`src/rtl/muldiv_pkg.sv`:
```
// Shared types and constants for the RV32M multiply/divide sequencer.
// Used by muldiv_if, muldiv_datapath and muldiv_sequencer.
package muldiv_pkg;

  localparam int unsigned XLEN = 32;

  typedef enum logic [1:0] {
    StIdle,
    StCalc,
    StDone
  } state_e;

  // Encodings match the M-extension func3 field.
  typedef enum logic [2:0] {
    OpMul    = 3'b000,
    OpMulh   = 3'b001,
    OpMulhsu = 3'b010,
    OpMulhu  = 3'b011,
    OpDiv    = 3'b100,
    OpDivu   = 3'b101,
    OpRem    = 3'b110,
    OpRemu   = 3'b111
  } op_e;

  localparam logic [XLEN-1:0] DIV_ZERO_Q = '1;
  localparam logic [XLEN-1:0] SIGNED_MIN = {1'b1, {(XLEN-1){1'b0}}};

endpackage

```
`src/rtl/muldiv_if.sv`:
```
// Request/response bundle between decode/execute and the mul/div sequencer.
// Signal suffixes are written from the sequencer's point of view.
interface muldiv_if #(
  parameter int unsigned WIDTH = 32
);
  logic             start_i;
  logic [2:0]       op_i;
  logic [WIDTH-1:0] rs1_i;
  logic [WIDTH-1:0] rs2_i;
  logic             flush_i;
  logic             busy_o;
  logic             stall_o;
  logic             done_o;
  logic [WIDTH-1:0] result_o;

  modport master (
    output start_i, op_i, rs1_i, rs2_i, flush_i,
    input  busy_o, stall_o, done_o, result_o
  );

  modport slave (
    input  start_i, op_i, rs1_i, rs2_i, flush_i,
    output busy_o, stall_o, done_o, result_o
  );
endinterface

```
`src/rtl/muldiv_datapath.sv`:
```
// Shared shift-add multiplier / restoring divider working on operand magnitudes.
// The divider step is compiled only when MULDIV_DIV_EN is defined.
module muldiv_datapath #(
  parameter int unsigned WIDTH = 32
) (
  input  logic             clk,
  input  logic             rst,
  input  logic             load_i,
  input  logic             step_i,
  input  logic             div_i,
  input  logic [WIDTH-1:0] a_i,
  input  logic [WIDTH-1:0] b_i,
  output logic [WIDTH-1:0] hi_nxt_o,
  output logic [WIDTH-1:0] lo_nxt_o
);

  logic [WIDTH-1:0] hi_q, lo_q, b_q;
  logic [WIDTH-1:0] hi_d, lo_d;
  logic [WIDTH:0]   add_sum;

  // hi holds the partial product (or remainder), lo the multiplier (or quotient).
  assign add_sum = {1'b0, hi_q} + ({1'b0, b_q} & {(WIDTH+1){lo_q[0]}});

`ifdef MULDIV_DIV_EN
  logic [WIDTH:0]   shifted;
  logic [WIDTH+1:0] diff;
  logic             ge;
  logic             unused_diff;

  assign shifted     = {hi_q, lo_q[WIDTH-1]};
  assign diff        = {1'b0, shifted} - {2'b00, b_q};
  assign ge          = ~diff[WIDTH+1];
  assign unused_diff = diff[WIDTH];
`else
  logic unused_div;
  assign unused_div = div_i;
`endif

  always_comb begin
    hi_d = add_sum[WIDTH:1];
    lo_d = {add_sum[0], lo_q[WIDTH-1:1]};
`ifdef MULDIV_DIV_EN
    if (div_i) begin
      hi_d = ge ? diff[WIDTH-1:0] : shifted[WIDTH-1:0];
      lo_d = {lo_q[WIDTH-2:0], ge};
    end
`endif
  end

  always_ff @(posedge clk) begin
    if (rst) begin
      hi_q <= '0;
      lo_q <= '0;
      b_q  <= '0;
    end else if (load_i) begin
      hi_q <= '0;
      lo_q <= a_i;
      b_q  <= b_i;
    end else if (step_i) begin
      hi_q <= hi_d;
      lo_q <= lo_d;
    end
  end

  assign hi_nxt_o = hi_d;
  assign lo_nxt_o = lo_d;

endmodule

```
`src/rtl/muldiv_sequencer.sv`:
```
// RV32M iterative mul/div controller: FSM, counter, stall and sign handling.
// Divide ops are fully supported only with MULDIV_DIV_EN defined; otherwise they return 0 fast.
module muldiv_sequencer
  import muldiv_pkg::*;
#(
  parameter int unsigned WIDTH = XLEN
) (
  input logic     clk,
  input logic     rst,
  muldiv_if.slave bus
);

  localparam int unsigned   CntW    = $clog2(WIDTH);
  localparam logic [CntW-1:0] CntLast = CntW'(WIDTH - 1);

  state_e           state_q;
  logic [CntW-1:0]  cnt_q;
  op_e              op_q;
  logic             neg_q;
  logic [WIDTH-1:0] result_q;

  op_e              op_in;
  logic             accept;
  logic             sign_a, sign_b, neg_a, neg_b, neg_res;
  logic [WIDTH-1:0] a_mag, b_mag;
  logic             fast;
  logic [WIDTH-1:0] fast_res;
  logic [WIDTH-1:0] hi_nxt, lo_nxt;
  logic [2*WIDTH-1:0] prod, prod_s;
  logic [WIDTH-1:0] calc_res;

  assign op_in  = op_e'(bus.op_i);
  assign accept = (state_q == StIdle) & bus.start_i & ~bus.flush_i;

  always_comb begin
    sign_a = 1'b0;
    sign_b = 1'b0;
    unique case (op_in)
      OpMulh, OpDiv, OpRem: begin
        sign_a = 1'b1;
        sign_b = 1'b1;
      end
      OpMulhsu: sign_a = 1'b1;
      default: ;
    endcase
  end

  assign neg_a   = sign_a & bus.rs1_i[WIDTH-1];
  assign neg_b   = sign_b & bus.rs2_i[WIDTH-1];
  assign a_mag   = neg_a ? -bus.rs1_i : bus.rs1_i;
  assign b_mag   = neg_b ? -bus.rs2_i : bus.rs2_i;
  // Remainder follows the dividend; everything else follows the operand sign product.
  assign neg_res = (op_in == OpRem) ? neg_a : (neg_a ^ neg_b);

`ifdef MULDIV_DIV_EN
  logic div_zero, div_ovf;

  assign div_zero = bus.op_i[2] & (bus.rs2_i == '0);
  assign div_ovf  = ((op_in == OpDiv) | (op_in == OpRem)) &
                    (bus.rs1_i == WIDTH'(SIGNED_MIN)) & (bus.rs2_i == '1);
  assign fast     = div_zero | div_ovf;

  always_comb begin
    if (div_zero) begin
      fast_res = bus.op_i[1] ? bus.rs1_i : WIDTH'(DIV_ZERO_Q);
    end else begin
      fast_res = bus.op_i[1] ? '0 : WIDTH'(SIGNED_MIN);
    end
  end
`else
  assign fast     = bus.op_i[2];
  assign fast_res = '0;
`endif

  muldiv_datapath #(
    .WIDTH(WIDTH)
  ) u_datapath (
    .clk     (clk),
    .rst     (rst),
    .load_i  (accept),
    .step_i  ((state_q == StCalc) & ~bus.flush_i),
    .div_i   (op_q[2]),
    .a_i     (a_mag),
    .b_i     (b_mag),
    .hi_nxt_o(hi_nxt),
    .lo_nxt_o(lo_nxt)
  );

  // Result is formed from the final step's next values so it can be registered into DONE.
  assign prod   = {hi_nxt, lo_nxt};
  assign prod_s = neg_q ? -prod : prod;

  always_comb begin
    calc_res = '0;
    unique case (op_q)
      OpMul:                     calc_res = prod_s[WIDTH-1:0];
      OpMulh, OpMulhsu, OpMulhu: calc_res = prod_s[2*WIDTH-1:WIDTH];
`ifdef MULDIV_DIV_EN
      OpDiv, OpDivu:             calc_res = neg_q ? -lo_nxt : lo_nxt;
      OpRem, OpRemu:             calc_res = neg_q ? -hi_nxt : hi_nxt;
`endif
      default:                   calc_res = '0;
    endcase
  end

  always_ff @(posedge clk) begin
    if (rst) begin
      state_q  <= StIdle;
      cnt_q    <= '0;
      op_q     <= OpMul;
      neg_q    <= 1'b0;
      result_q <= '0;
    end else begin
      unique case (state_q)
        StIdle: begin
          if (accept) begin
            op_q  <= op_in;
            neg_q <= neg_res;
            cnt_q <= '0;
            if (fast) begin
              result_q <= fast_res;
              state_q  <= StDone;
            end else begin
              state_q <= StCalc;
            end
          end
        end
        StCalc: begin
          if (bus.flush_i) begin
            state_q <= StIdle;
          end else begin
            cnt_q <= cnt_q + 1'b1;
            if (cnt_q == CntLast) begin
              result_q <= calc_res;
              state_q  <= StDone;
            end
          end
        end
        StDone:  state_q <= StIdle;
        default: state_q <= StIdle;
      endcase
    end
  end

  assign bus.busy_o   = (state_q != StIdle);
  assign bus.stall_o  = accept | (state_q == StCalc);
  assign bus.done_o   = (state_q == StDone) & ~bus.flush_i;
  assign bus.result_o = result_q;

endmodule

```
`src/flat_wrapper.sv`:
```
// flat-port wrapper written by rule: the top's interface ports become plain ports
module muldiv_sequencer_flat import muldiv_pkg::*;
#(
  parameter int unsigned WIDTH = XLEN
)
  (clk, rst, bus_start_i, bus_op_i, bus_rs1_i, bus_rs2_i, bus_flush_i, bus_busy_o, bus_stall_o, bus_done_o, bus_result_o);
  muldiv_if #(.WIDTH(WIDTH)) bus_i ();
  input logic clk;
  input logic rst;
  input wire logic [$bits(bus_i.start_i)-1:0] bus_start_i;
  input wire logic [$bits(bus_i.op_i)-1:0] bus_op_i;
  input wire logic [$bits(bus_i.rs1_i)-1:0] bus_rs1_i;
  input wire logic [$bits(bus_i.rs2_i)-1:0] bus_rs2_i;
  input wire logic [$bits(bus_i.flush_i)-1:0] bus_flush_i;
  output wire logic [$bits(bus_i.busy_o)-1:0] bus_busy_o;
  output wire logic [$bits(bus_i.stall_o)-1:0] bus_stall_o;
  output wire logic [$bits(bus_i.done_o)-1:0] bus_done_o;
  output wire logic [$bits(bus_i.result_o)-1:0] bus_result_o;
  assign bus_i.start_i = bus_start_i;
  assign bus_i.op_i = bus_op_i;
  assign bus_i.rs1_i = bus_rs1_i;
  assign bus_i.rs2_i = bus_rs2_i;
  assign bus_i.flush_i = bus_flush_i;
  assign bus_busy_o = bus_i.busy_o;
  assign bus_stall_o = bus_i.stall_o;
  assign bus_done_o = bus_i.done_o;
  assign bus_result_o = bus_i.result_o;
  muldiv_sequencer #(.WIDTH(WIDTH)) u_core (.clk(clk), .rst(rst), .bus(bus_i));
endmodule
```
`config.mk`:
```
export PLATFORM = sky130hd
export DESIGN_NAME = muldiv_sequencer_flat
export DESIGN_NICKNAME = d
export VERILOG_FILES = /design/src/rtl/muldiv_pkg.sv /design/src/rtl/muldiv_if.sv /design/src/rtl/muldiv_datapath.sv /design/src/rtl/muldiv_sequencer.sv /design/src/flat_wrapper.sv
export SDC_FILE = /design/constraint.sdc
export NUM_CORES = 1
export LEC_CHECK = 0
export CAP_MARGIN = 20
export CELL_PAD_IN_SITES_DETAIL_PLACEMENT = 2
export CELL_PAD_IN_SITES_GLOBAL_PLACEMENT = 2
export CORE_MARGIN = 1.5
export CORE_UTILIZATION = 35
export CTS_BUF_LIST = sky130_fd_sc_hd__clkbuf_8
export DETAILED_ROUTE_END_ITERATION = 6
export PLACE_DENSITY = 0.87
export REMOVE_ABC_BUFFERS = 1
export SKIP_LAST_GASP = 1
export SLEW_MARGIN = 20
export SYNTH_ARGS = -nofsm -noshare
export SYNTH_HDL_FRONTEND = slang
export SYNTH_SLANG_ARGS = --single-unit
```
`constraint.sdc`:
```
create_clock -name clk -period 4.95 [get_ports clk]
set_clock_uncertainty 0.05 [all_clocks]
set_input_delay 1.485 -clock clk [delete_from_list [all_inputs] [get_ports clk]]
set_output_delay 1.485 -clock clk [all_outputs]
set_load 0.02 [all_outputs]
```
==> results of run 1 <==
## tightest hold or removal path: stages (launching register included)
cell,delay [ps]
dfxtp_1,310
nand2_1,50
a21oi_1,50
## cell families after synthesis
logic type | share of synthesized area [%]
AND/OR/NAND/NOR | 24.30
AO/OA/AOI/OAI | 28.12
flip-flops | 26.90
XOR/XNOR | 11.51
buffers and inverters | 4.100
adder cells (fa/ha/maj) | 4.668
multiplexers | 0.4112
## cells in the final DEF (no fill, tap or decap), types with 8 or more instances in the layout
| cell | n |
|---|---|
| xor2_1 | 64 |
| o31ai_1 | 25 |
| xnor2_1 | 72 |
| o41ai_1 | 13 |
| clkbuf_8 | 20 |
| o22ai_1 | 16 |
| nor2_1 | 164 |
| ha_1 | 37 |
| or2_2 | 11 |
| nand2_1 | 194 |
| nor3_1 | 21 |
| inv_1 | 24 |
| nand3_1 | 11 |
| o211ai_1 | 10 |
| a211oi_1 | 37 |
| a311oi_1 | 39 |
| a222oi_1 | 8 |
| buf_4 | 29 |
| or3_1 | 17 |
| o21ai_0 | 55 |
| a22oi_1 | 22 |
| nor4_1 | 11 |
| a21oi_1 | 104 |
| clkdlybuf4s50_1 | 104 |
| and2_1 | 40 |
| nor3b_1 | 8 |
| or4_1 | 13 |
| a21o_1 | 10 |
| nand4_1 | 10 |
| nand2b_1 | 8 |
| dfxtp_1 | 138 |
## stage by stage
step / hold slack (ps) / cell area, um2 / setup WS [ps] / std cells / util [%]
after global placement: 388.4 / 11760 / 437.2 / 1810 / 40.65
after CTS: 411.7 / 12130 / 398.4 / 1841 / 41.94
after global routing: 440.1 / 12130 / 112.6 / 1841 / 41.94
final: 408.1 / 12130 / 412.6 / 1841 / 41.94
after floorplan: 371.2 / 10010 / -1909 / 1293 / -
after detailed placement: 401.1 / 11760 / 257.6 / 1810 / 40.65
## flip-flops by register name, summed over array words and instances, names as in the netlist
name / cells
u_core.state_q: 2
u_core.u_datapath.b_q: 32
u_core.op_q: 3
u_core.u_datapath.lo_q: 32
u_core.neg_q: 1
u_core.u_datapath.hi_q: 32
u_core.cnt_q: 5
u_core.bus.result_o: 32
## layer usage
| metal | global-route usage [%] | up-vias |
|---|---|---|
| met4 | 10.40 | 0 |
| met2 | 49.72 | 275 |
| met3 | 5.178 | 110 |
| met1 | 33.99 | 5623 |
| met5 | 0 | - |
| li1 | - | 5136 |
## power by group through the flow
stage               clock network (mW)  registers [mW]  logic (mW)
finish                           0.952            1.21       0.620
detailed placement                   0            1.23       0.599
CTS                              0.968            1.21       0.615
global placement                     0            1.23       0.569
global route                      1.01            1.21       0.673
floorplan                            0            1.22       0.348
## final cells by class
class,instances,area share (%)
multi-input cells,1131,58.95
flip-flops and latches,139,22.94
repair buffers,133,10.37
well taps,384,3.960
clock buffers,20,2.269
clock inverters,11,0.7940
inverters,23,0.7115
## how the worst max path moves through the flow
stage,startpoint,end,depth (start not counted)
6_report,u_core.u_datapath.lo_q[0]$_SDFFE_PP0P_,u_core.bus.result_o[30]$_SDFFE_PP0P_,13
2_1_floorplan,bus_flush_i,u_core.bus.result_o[31]$_SDFFE_PP0P_,8
5_1_grt,u_core.u_datapath.lo_q[0]$_SDFFE_PP0P_,u_core.bus.result_o[22]$_SDFFE_PP0P_,13
3_5_place_dp,bus_rs2_i[6],u_core.u_datapath.b_q[27]$_SDFFE_PP0P_,11
4_1_cts,bus_flush_i,bus_stall_o,5
3_3_place_gp,bus_rs1_i[0],u_core.u_datapath.lo_q[30]$_SDFFE_PP0P_,12
==> flow_metrics.py, run 1 <==
metrics = {
    "timing": {
        "timing.final.crit_share_pct": 91.67,
        "worst_pin_slew_ps": 1033,
        "min_period_ps": 4537,
        "rsz0062_at_grt": "false",
        "finalMaxSlewViolations": 0,
        "hold_viol": 0,
        "setup_tns_ps": 0,
        "setup_viol": 0,
        "slew-limit-headroom_pct": 30.89,
        "max_freq_mhz": 220.4,
    },
    "finish": {
        "drive_above_1_share_pct": 6.932,
        "area.sequential_um2": 2784,
        "final_nets": 1554,
        "fillers": 3273,
        "area_delta_synth_final_pct": 17.28,
        "multi_input_area_um2": 7153,
        "diodes": 0,
    },
    "route": {
        "via_per_inst": 6.053,
        "drt_drc_violations_left": 0,
        "wl_per_cell_um": 23.06,
        "drtAntennaViolNets": 0,
        "num_vias": 11144,
        "dr.pass1.iters": 6,
        "met3_length_um": 1712,
        "wl_met1_um": 18200,
        "maxUsedRoutingLayer": "met4",
        "drtIter0Drc": 681,
        "wl_met2_um": 21150,
        "wl_um": 42460,
    },
    "global_route": {
        "grt_pass1_vias": 12150,
        "grt_overflow": 0,
        "grt_max_degree": 73,
        "grt_pass1_wl_um": 68480,
        "grt_util_all_layers_pct": 28.20,
        "antenna_found_initial": 0,
    },
    "critical_path": {
        "crit_type": "flip-flop to flip-flop",
        "crit_fanout": 30,
        "reg2reg_to": "u_core.bus.result_o[30]$_SDFFE_PP0P_",
        "crit_slowest_cell": "or4_4",
        "reg2reg_slack_ps": 410,
        "crit_path_cell_trace": "buf_4, and2_1, ha_1, a21oi_1, o211ai_2, a41oi_2, xnor2_1, or4_4, or2_1, or3_4, a2111oi_4, a31oi_1, o22ai_2",
        "path_delay_family": "compound AO/OA/AOI/OAI gates",
        "max_stage_delay_ps": 560,
        "critical_path_required_ps": 5310,
        "crit_path_end_kind": "flip-flop",
        "startpoint_type": "flip-flop",
        "crit_arrival_ps": 4900,
        "r2r-start": "u_core.u_datapath.lo_q[0]$_SDFFE_PP0P_",
        "critPathBufInv": 1,
        "worstRegToRegCells": 13,
    },
    "pwr": {
        "clkPwrFrac_pct": 34.2,
        "cellLeakagePower_nw": 4.243,
        "sequentialPowerShare_pct": 43.4,
        "vdd_drop_max_mv": 0.1317,
        "p_sw_uw": 947.2,
        "p_sw_share_pct": 34.07,
        "p_total_mw": 2.780,
        "p_int_mw": 1.833,
        "power_density_nw_per_um2": 229.1,
        "p_comb_share_pct": 22.3,
    },
    "synthesis": {
        "synth_top_area_cell": "dfxtp_1",
        "async_flop_share_pct": 0,
        "syn_area_um2": 10350,
        "synth.area.top_cells": "dfxtp_1 27%, nand2_1 7.1%, xnor2_1 6.1%",
        "postSynthAreaPerCell_um2": 7.503,
        "ys.flop_type": "dfxtp_1",
        "ys_top_cells_by_count": "195 x nand2_1, 164 x nor2_1, 139 x dfxtp_1, 104 x a21oi_1, 75 x clkbuf_1",
        "syn_inst": 1379,
        "synth_most_common_cell": "nand2_1",
        "synth-seq-cells": 139,
        "synth_edf_count": 0,
        "ys_types": 80,
        "synth_top_area_share_pct": 26.90,
        "synth_warnings": 0,
        "ys_seq_area_share_pct": 26.90,
    },
    "clock_tree": {
        "cts_tree": "done",
        "cts_num_sinks": 139,
        "cts_buffers": 17,
        "cts_post_setup_buffers_inserted": 0,
        "clk_latency_ps": 490,
        "cts_root_buf": "clkbuf_8",
        "h-tree-depth": 4,
        "cts_resized": 0,
        "clk_path_buf_depth": 2,
        "clkSlewWorstSetupHoldPaths_ps": 90,
        "ctsHoldBuffers": 0,
    },
    "floorplanning": {
        "io_pins": 106,
        "dieArea_um2": 30600,
        "dieHeight_um": 174.9,
        "initial_core_util_pct": 35.76,
        "num_rows": 62,
        "fp.dieW_um": 174.9,
        "core_um2": 28940,
    },
    "placed_design": {
        "hpwl_um": 30230,
        "numPortBuffers": 105,
        "place_congestion": 0.8704,
    },
    "min_path": {
        "holdPathStages": 2,
        "hold_path.class": "flip-flop to flip-flop",
        "worstHoldStart": "u_core.u_datapath.b_q[31]$_SDFFE_PP0P_",
        "hold_end": "u_core.u_datapath.b_q[31]$_SDFFE_PP0P_",
    },
    "run_status": {
        "status": "finished clean",
    },
    "run": {
        "cap_violations": 0,
    },
}
Note: power is estimated with default switching activity, not from simulation.
==> run 2: changes to the inputs <==
CORE_UTILIZATION = 34   (was 35)
CTS_BUF_LIST = sky130_fd_sc_hd__clkbuf_16   (was sky130_fd_sc_hd__clkbuf_8)
PLACE_DENSITY = 0.85   (was 0.87)
==> flow_metrics.py, run 2 (synthesized netlist as in run 1, its figures left out) <==
metrics = {
    "run_status": {
        "status": "finished clean",
    },
    "finish": {
        "mostFrequentLayoutCells": "194 x nand2_1, 164 x nor2_1, 138 x dfxtp_1",
        "post-route-util_pct": 41.61,
        "area_delta_synth_final_pct": 19.82,
        "diodes": 0,
        "final_area_um2": 12400,
        "drive_above_1_share_pct": 6.717,
        "final_nets": 1555,
        "final_common_cell": "nand2_1",
        "fillers": 3432,
    },
    "route": {
        "wl_per_cell_um": 22.34,
        "wl_um": 41300,
        "via_per_inst": 5.985,
        "drtIter0Drc": 696,
        "num_vias": 11067,
        "dr.pass1.iters": 6,
        "drtAntennaViolNets": 0,
        "drt_drc_violations_left": 0,
    },
    "clock_tree": {
        "ctsHoldBuffers": 0,
        "h-tree-depth": 4,
        "cts_tree": "done",
        "cts_num_sinks": 139,
        "cts_resized": 0,
        "clk_latency_ps": 440,
        "cts_root_buf": "clkbuf_16",
        "clkSlewWorstSetupHoldPaths_ps": 60,
        "clk_path_buf_depth": 2,
        "cts_post_setup_buffers_inserted": 0,
        "cts_buffers": 17,
    },
    "timing": {
        "setup_viol": 0,
        "rsz0062_at_grt": "false",
        "min_period_ps": 4629,
        "slew-limit-headroom_pct": 27.98,
        "finalMaxSlewViolations": 0,
        "worst_pin_slew_ps": 1080,
        "hold_viol": 0,
        "max_freq_mhz": 216.0,
        "hold-worst-slack_ps": 405.9,
        "timing.final.crit_share_pct": 93.51,
    },
    "critical_path": {
        "crit_path_cell_trace": "and2_1, ha_1, fa_1, or4_1, nor4_1, buf_4, o21ai_1, or2_1, or4_1, or3_4, o21ai_1, xnor2_1, a222oi_1, nor2_1",
        "crit_type": "flip-flop to flip-flop",
        "path_delay_family": "simple AND/OR/NAND/NOR gates",
        "startpoint_type": "flip-flop",
        "max_stage_delay_ps": 550,
        "crit_path_end_kind": "flip-flop",
        "crit_fanout": 5,
        "crit_slowest_cell": "fa_1",
        "critical_path_required_ps": 5170,
        "critPathBufInv": 1,
        "crit_arrival_ps": 4850,
    },
    "run": {
        "cap_violations": 0,
    },
    "global_route": {
        "grt_overflow": 0,
        "antenna_found_initial": 0,
        "grt_pass1_vias": 11984,
        "grt_util_all_layers_pct": 26.50,
        "grt_max_degree": 73,
        "grt_pass1_wl_um": 66010,
    },
    "floorplanning": {
        "io_pins": 106,
        "core_um2": 29800,
        "dieHeight_um": 177.4,
        "initial_core_util_pct": 34.72,
        "num_rows": 63,
        "dieArea_um2": 31490,
        "fp.dieW_um": 177.4,
    },
    "pwr": {
        "vdd_drop_max_mv": 0.2142,
        "power_density_nw_per_um2": 257.7,
        "cellLeakagePower_nw": 4.359,
    },
    "min_path": {
        "hold_path.class": "flip-flop to flip-flop",
    },
    "placed_design": {
        "numPortBuffers": 105,
        "placed_area_um2": 11790,
        "place_congestion": 0.8658,
        "hpwl_um": 29800,
    },
}
==> run 2: changes by cell type in the layout (fill, tap and decap cells not counted) <==
cell / before / now
clkbuf_16: 0 / 17
buf_12: 0 / 1
inv_1: 24 / 25
clkinv_1: 0 / 4
bufinv_16: 1 / 4
clkinv_4: 1 / 0
clkinv_2: 3 / 0
clkbuf_8: 20 / 0
==> run 2: per-layer routing <==
metal,share of wire [%],global-route usage (%),up-vias
met4,2.9,8.754,0
met1,43,32.49,5551
met3,4.4,4.799,81
li1,-,-,5157
met5,0,0,-
met2,50,46.48,278
==> run 2: worst paths after layout <==
check / start / endpoint / slack [ps] / depth (start not counted)
min reg2reg: u_core.u_datapath.b_q[0]$_SDFFE_PP0P_ / u_core.u_datapath.b_q[0]$_SDFFE_PP0P_ / 410 / 2
max reg2reg: u_core.u_datapath.lo_q[0]$_SDFFE_PP0P_ / u_core.bus.result_o[13]$_SDFFE_PP0P_ / 320 / 14
min: u_core.u_datapath.b_q[0]$_SDFFE_PP0P_ / u_core.u_datapath.b_q[0]$_SDFFE_PP0P_ / 410 / 2
max: u_core.u_datapath.lo_q[0]$_SDFFE_PP0P_ / u_core.bus.result_o[13]$_SDFFE_PP0P_ / 320 / 14
==> run 2: cell type report <==
cell class                 instances  area [um2]  share of cell area [%]
multi-input combinational       1131        7153                   57.70
sequential                       139        2784                   22.46
timing repair buffer             134        1279                   10.31
tap                              390       488.0                   3.936
clock buffer                      17       425.4                   3.432
clock inverter                    15       181.4                   1.463
inverter                          23       86.33                  0.6964
==> run 2: power breakdown <==
group          internal [mW]  total (mW)  switching [mW]
Sequential              1.16        1.21          0.0481
Clock                  0.834        1.38           0.545
Combinational          0.242       0.607           0.365
==> run 2: worst register-to-register path: cells and delay by family, from the launching register on <==
family / cells / cell delay [ps]
adders and majority gates: 2 / 800
AOI/OAI and AO/OA: 3 / 690
DFF: 1 / 360
xor gates and xnor gates: 1 / 110
and+or+nand+nor: 7 / 2270
buffers and inverters: 1 / 190
==> run 2: per-stage QoR <==
stage	setup slack (ps)	std cells	total power [mW]	setup TNS [ps]
6_report	321.2	1849	3.194	0
4_1_cts	276.3	1849	3.214	0
3_3_place_gp	439.8	1817	1.795	0
3_5_place_dp	260.5	1817	1.824	0
2_1_floorplan	-1909	1293	1.571	-90050
5_1_grt	6.783	1849	3.310	0
